<file path="src/rtl/operand_stack_pkg.sv">
`default_nettype none
// ============================================================================
//  Module  : operand_stack_pkg
//  Brief   : Strobe encodings for the operand stack {push,pop,tos} decode.
//  Rev     : 1.0  initial release
// ============================================================================
package operand_stack_pkg;

   localparam logic [2:0] C_OP_NONE     = 3'b000;
   localparam logic [2:0] C_OP_TOS      = 3'b001;
   localparam logic [2:0] C_OP_POP      = 3'b010;
   localparam logic [2:0] C_OP_POP_TOS  = 3'b011;
   localparam logic [2:0] C_OP_PUSH     = 3'b100;
   localparam logic [2:0] C_OP_PUSH_TOS = 3'b101;
   localparam logic [2:0] C_OP_REPL     = 3'b110;
   localparam logic [2:0] C_OP_REPL_TOS = 3'b111;

endpackage
`default_nettype wire

</file>
<file path="src/rtl/operand_stack_ram.sv">
`default_nettype none
// ============================================================================
//  Module  : stack_ram
//  Brief   : DEPTH x WIDTH register file, one sync write port, one async read.
//  Rev     : 1.0  initial release
// ============================================================================
module stack_ram #(
   parameter int WIDTH = 8,
   parameter int DEPTH = 16,
   parameter int AW    = $clog2(DEPTH)
) (
   input  logic             clk,
   input  logic             we,
   input  logic [AW-1:0]    waddr,
   input  logic [WIDTH-1:0] wdata,
   input  logic [AW-1:0]    raddr,
   output logic [WIDTH-1:0] rdata
);

   localparam logic [AW:0] C_DEPTH = (AW+1)'(DEPTH);

   logic [WIDTH-1:0] r_mem [DEPTH];

   always_ff @(posedge clk) begin
      if (we && ({1'b0, waddr} < C_DEPTH))
         r_mem[waddr] <= wdata;
   end

   // Non-power-of-two depths leave unused addresses; they read as zero.
   assign rdata = ({1'b0, raddr} < C_DEPTH) ? r_mem[raddr] : '0;

endmodule
`default_nettype wire

</file>
<file path="src/rtl/operand_stack.sv">
`default_nettype none
// ============================================================================
//  Module  : operand_stack
//  Brief   : LIFO operand stack with registered output and sticky error flags.
//  Rev     : 1.0  initial release
// ============================================================================
module operand_stack
   import operand_stack_pkg::*;
#(
   parameter int WIDTH = 8,
   parameter int DEPTH = 16
) (
   input  logic                       clk,
   input  logic                       rst,
   input  logic                       push,
   input  logic                       pop,
   input  logic                       tos,
   input  logic [WIDTH-1:0]           din,
   output logic [WIDTH-1:0]           dout,
   output logic                       stack_empty,
   output logic                       stack_full,
   output logic [$clog2(DEPTH+1)-1:0] count,
   output logic                       overflow,
   output logic                       underflow
);

   localparam int              SW       = $clog2(DEPTH+1);
   localparam int              AW       = $clog2(DEPTH);
   localparam logic [SW-1:0]   C_DEPTH  = SW'(DEPTH);

   logic [SW-1:0]    r_sp;
   logic [WIDTH-1:0] r_dout;
   logic             r_overflow;
   logic             r_underflow;

   logic [2:0]       w_op;
   logic             w_empty;
   logic             w_full;
   logic [AW-1:0]    w_top_idx;
   logic [WIDTH-1:0] w_rdata;
   logic             w_we;
   logic [AW-1:0]    w_waddr;
   logic [SW-1:0]    w_sp_nxt;
   logic [WIDTH-1:0] w_dout_nxt;
   logic             w_ovf_set;
   logic             w_unf_set;

   assign w_op      = {push, pop, tos};
   assign w_empty   = (r_sp == '0);
   assign w_full    = (r_sp == C_DEPTH);
   assign w_top_idx = AW'(r_sp - 1'b1);

   stack_ram #(
      .WIDTH (WIDTH),
      .DEPTH (DEPTH),
      .AW    (AW)
   ) u_ram (
      .clk   (clk),
      .we    (w_we),
      .waddr (w_waddr),
      .wdata (din),
      .raddr (w_top_idx),
      .rdata (w_rdata)
   );

   // The read port is asynchronous, so w_rdata is always the pre-edge top;
   // that gives replace and push&tos their read-before-write ordering.
   always_comb begin
      w_sp_nxt   = r_sp;
      w_dout_nxt = r_dout;
      w_ovf_set  = 1'b0;
      w_unf_set  = 1'b0;
      w_we       = 1'b0;
      w_waddr    = AW'(r_sp);
      case (w_op)
         C_OP_REPL, C_OP_REPL_TOS: begin
            w_we = 1'b1;
            if (!w_empty) begin
               w_dout_nxt = w_rdata;
               w_waddr    = w_top_idx;
            end else begin
               w_sp_nxt  = r_sp + 1'b1;
               w_unf_set = 1'b1;
            end
         end
         C_OP_PUSH, C_OP_PUSH_TOS: begin
            if (w_op == C_OP_PUSH_TOS) begin
               if (!w_empty) w_dout_nxt = w_rdata;
               else          w_unf_set  = 1'b1;
            end
            if (!w_full) begin
               w_we     = 1'b1;
               w_sp_nxt = r_sp + 1'b1;
            end else begin
               w_ovf_set = 1'b1;
            end
         end
         C_OP_POP, C_OP_POP_TOS: begin
            if (!w_empty) begin
               w_dout_nxt = w_rdata;
               w_sp_nxt   = r_sp - 1'b1;
            end else begin
               w_unf_set = 1'b1;
            end
         end
         C_OP_TOS: begin
            if (!w_empty) w_dout_nxt = w_rdata;
            else          w_unf_set  = 1'b1;
         end
         default: ;
      endcase
   end

   always_ff @(posedge clk or posedge rst) begin
      if (rst) begin
         r_sp        <= '0;
         r_dout      <= '0;
         r_overflow  <= 1'b0;
         r_underflow <= 1'b0;
      end else begin
         r_sp        <= w_sp_nxt;
         r_dout      <= w_dout_nxt;
         r_overflow  <= r_overflow  | w_ovf_set;
         r_underflow <= r_underflow | w_unf_set;
      end
   end

   assign dout        = r_dout;
   assign count       = r_sp;
   assign stack_empty = w_empty;
   assign stack_full  = w_full;
   assign overflow    = r_overflow;
   assign underflow   = r_underflow;

endmodule
`default_nettype wire

</file>
<file path="config.mk">
export PLATFORM = sky130hd
export DESIGN_NAME = operand_stack
export DESIGN_NICKNAME = d
export VERILOG_FILES = /design/src/rtl/operand_stack_pkg.sv /design/src/rtl/operand_stack_ram.sv /design/src/rtl/operand_stack.sv
export SDC_FILE = /design/constraint.sdc
export NUM_CORES = 1
export LEC_CHECK = 0
export CAP_MARGIN = 20
export CORE_MARGIN = 5
export CORE_UTILIZATION = 57
export CTS_BUF_LIST = sky130_fd_sc_hd__clkbuf_4 sky130_fd_sc_hd__clkbuf_8 sky130_fd_sc_hd__clkbuf_16
export CTS_CLUSTER_SIZE = 20
export DETAILED_ROUTE_END_ITERATION = 10
export DONT_BUFFER_PORTS = 1
export PLACE_DENSITY = 0.72
export SYNTH_ARGS = -nofsm -noshare
export SYNTH_HDL_FRONTEND = slang
export SYNTH_SLANG_ARGS = --single-unit
</file>
<file path="constraint.sdc">
create_clock -name clk -period 2.5 [get_ports clk]
set_input_delay 0.625 -clock clk [delete_from_list [all_inputs] [get_ports clk]]
set_output_delay 0.625 -clock clk [all_outputs]
set_load 0.005 [all_outputs]
</file>
==> qor.csv <==
stage;metric;value;unit
synth;Yosys Warn Count;0;
worst_setup_path;capturing point of the worst reg2reg path;u_ram.r_mem[11][4]$_DFFE_PP_;
synth;XOR/XNOR Fraction of Synth Area;0.01745;
sta;FMAX;408.1;MHz
global_routing;total congestion overflow;0;
power;clock share of power;0.246;
clock_tree;hold buffer count at CTS;0;
sta;fin. max-slew vios;0;
clock_tree;Num Clock Sinks;143;
synth;cell area after synthesis;6022;µm²
clock_tree;CTS Buf Count;17;
finish;Syn-to-layout area delta;16.83;%
synth;most frequent cell after synthesis;edfxtp_1;
global_routing;gr usage total;0.2258;
global_routing;vias in the first global route;3589;
power;P_sw;3.534;mW
power;P_leak;2.503;nW
route;DRC;0;
die;I/O Pins;30;
sta;final number of setup-violating endpoints;0;
synth;Most used DFF post-synth;edfxtp_1;
placed_design;Port-buffer cells;0;
route;DRT Wirelength;13420;µm
route;DR vias/cell;5.983;
clock_tree;H-tree depth;4;
clock_tree;CTS tree;done;
power;Int Pwr;5.899;mW
sta;final worst path period share;0.9801;
synth;Syn Area/Cell;14.83;µm²
synth;most frequent cells after synthesis;128 x edfxtp_1, 67 x nand2_1, 37 x mux2i_1, 25 x nor2_1, 17 x nand3_1;
synth;top cells by area, synth;edfxtp_1 64%, dfrtp_1 6.2%, mux2i_1 6.2%;
route;Routed wire per std cell;22.67;µm
clock_tree;Max Root-Sink Buffers;2;
sta;Slew @ Worst Pin;0.7082;ns
finish;n_diodes;0;
worst_setup_path;Critical Setup Path Class;reg -> out;
synth;post-synthesis mux area share;0.06898;
synth;Compound-Gate Fraction of Synth Area;0.07417;
synth;area leader, netlist;edfxtp_1;
synth;share of flip-flops with an asynchronous set or reset;0.1049;
synth;EDFF count, synth;128;
die;die area;12720;µm²
clock_tree;Reg clk slew, reported paths;0.06;ns
worst_setup_path;Crit path required time;1.88;ns
route;via count;3542;
worst_setup_path;r2r setup slk;0.12;ns
finish;ratio of cells with drive above 1 in the final layout;0.2193;
clock_tree;Skew-Pair Late Insertion Delay;0.53;ns
run;# Max-Cap Violations;0;
worst_setup_path;Worst EP arrival;1.83;ns
sta;RSZ-0062 raised after global routing;yes;
die;Starting Density;0.5833;
power;part of the power in combinational logic;0.422;
synth;Synth Register Bits;143;
power;switching share of power;0.3746;
global_routing;antenna violations before repair;0;
clock_tree;clock root buffer;clkbuf_8;
synth;Cells after Synth;406;
die;DIE HEIGHT;112.8;µm
global_routing;largest net degree at the start of global routing;33;
sta;WHS;0.09493;ns
worst_setup_path;critical path fanouts, max;3;
worst_setup_path;Critical Path End;stack_empty;
finish;# fillers;719;
placed_design;GPL Wtd Cong;0.8851;
sta;Tmin final;2.450;ns
synth;Adder-Cell Fraction of Synth Area;0.006233;
route;DR pass1 iterations;5;
sta;Worst Skew;0.006858;ns
sta;Hold Vio Cnt, Final;0;
synth;Post-Synth Simple-Gate Area;0.1078;
power;PwrDens;1341;nW/µm²
synth;Synth top area share;0.6383;
route;initial drt markers;403;
route;Routed Antenna Nets;0;
worst_setup_path;CP Capture Type;primary output;
worst_setup_path;Critical path origin;count[0]$_DFFE_PP0P_;
outcome;status;completed;
worst_setup_path;startpoint type of the worst setup path;register;
die;DIE WIDTH;112.8;µm
global_routing;first-pass GRT wire length;20930;µm
power;Worst VDD drop;0.7795;mV
synth;largest family of logic cells by synthesized area;simple AND/OR/NAND/NOR gates;
sta;relative slew slack;0.5274;
power;Overall Power;9.433;mW
synth;Seq/Total Area, Yosys;0.7006;
die;total core area;10320;µm²
power;Reg power frac;0.332;
finish;Layout Nets;459;
synth;Synth cell types;51;
placed_design;hpwl dp;8904;µm
worst_setup_path;Reg2Reg Depth;10;
worst_setup_path;worst r2r src;count[0]$_DFFE_PP0P_;
die;FP Rows;37;
worst_hold_path;HP Class;in -> async;
synth;Post-Syn Nets;422;
cell families after synthesis:
kind of cell | after synthesis
muxes | 39
buffers and inverters | 24
adders and majority gates | 3
and+or+nand+nor | 137
AOI/OAI and AO/OA | 51
xor gates and xnor gates | 9
DFF | 143
state kept, by name (all words and copies together), names as in the netlist:
| name | flops |
|---|---|
| u_ram.r_mem | 128 |
| dout | 8 |
| count | 5 |
| overflow | 1 |
| underflow | 1 |
area by class of cell:
class	count	area [µm²]	share of cell area
clock buffer	19	429.2	0.06100
clock inverter	13	121.4	0.01725
inverter	7	38.79	0.005513
multi-input combinational	239	1699	0.2415
sequential	143	4219	0.5997
tap	136	170.2	0.02419
timing repair buffer	35	357.8	0.05086
worst min path at each step:
stage / end / cells past startpoint / startpoint / slack, ns
2_1_floorplan: overflow$_DFF_PP0_ / 1 / overflow$_DFF_PP0_ / 0.47
3_3_place_gp: overflow$_DFF_PP0_ / 1 / overflow$_DFF_PP0_ / 0.49
3_5_place_dp: overflow$_DFF_PP0_ / 1 / overflow$_DFF_PP0_ / 0.49
4_1_cts: count[3]$_DFFE_PP0P_ / 1 / rst / 0.08
5_1_grt: count[3]$_DFFE_PP0P_ / 1 / rst / 0.13
6_report: count[3]$_DFFE_PP0P_ / 1 / rst / 0.09
layer usage:
metal	GRT usage	wire [µm]	vias to the layer above
li1	-	-	1623
met1	0.3036	5798	1778
met2	0.3476	6512	122
met3	0.07326	866	19
met4	0.08253	243	0
met5	0	0	-
stage by stage:
stage	cells	cell area [µm²]	util	TNS, ns	worst slack, ns
6_report	592	7036	0.6815	0	0.04968
4_1_cts	592	7022	0.6802	0	0.01133
3_3_place_gp	558	6442	0.6240	0	0.08786
3_5_place_dp	558	6442	0.6240	0	0.03128
5_1_grt	592	7036	0.6815	-0.02547	-0.02131
2_1_floorplan	406	6046	-	-8.083	-0.07661
worst max-delay path, cell delays in order, from the launching register on:
cell      delay, ns
dfrtp_1        0.39
inv_2          0.08
ha_4           0.13
or4b_4         0.53
clkinv_8       0.08
buf_6          0.09
layout by cell type, fill, tap and decap left out, types with 3 or more instances in the layout:
| cell type | n |
|---|---|
| edfxtp_1 | 128 |
| nand2_1 | 67 |
| mux2i_1 | 37 |
| buf_4 | 26 |
| nand3_1 | 17 |
| clkbuf_16 | 16 |
| a32oi_1 | 15 |
| a22oi_1 | 15 |
| dfrtp_1 | 15 |
| nor2_1 | 14 |
| nor2_2 | 14 |
| nand4_1 | 10 |
| buf_12 | 7 |
| o21ai_0 | 5 |
| clkinv_1 | 5 |
| xor2_1 | 4 |
| inv_1 | 4 |
| xnor2_1 | 3 |
| a21oi_1 | 3 |
what timing repair did:
action	CTS	global route
gates resized for setup	3	4
hold endpoints to repair	0	0
endpoints found under the setup margin	1	26
gates cloned	0	0
pin swaps	1	1
setup buffers	2	0
power by group through the flow:
| stage | clock [mW] | combinational [mW] | sequential (mW) |
|---|---|---|---|
| 2_1_floorplan | 0 | 2.72 | 3.15 |
| 4_1_cts | 2.37 | 3.95 | 3.14 |
| 3_3_place_gp | 0 | 3.81 | 3.17 |
| 3_5_place_dp | 0 | 3.85 | 3.18 |
| 5_1_grt | 2.49 | 4.30 | 3.16 |
| 6_report | 2.32 | 3.98 | 3.13 |
Power figures use the tool's default switching activity.
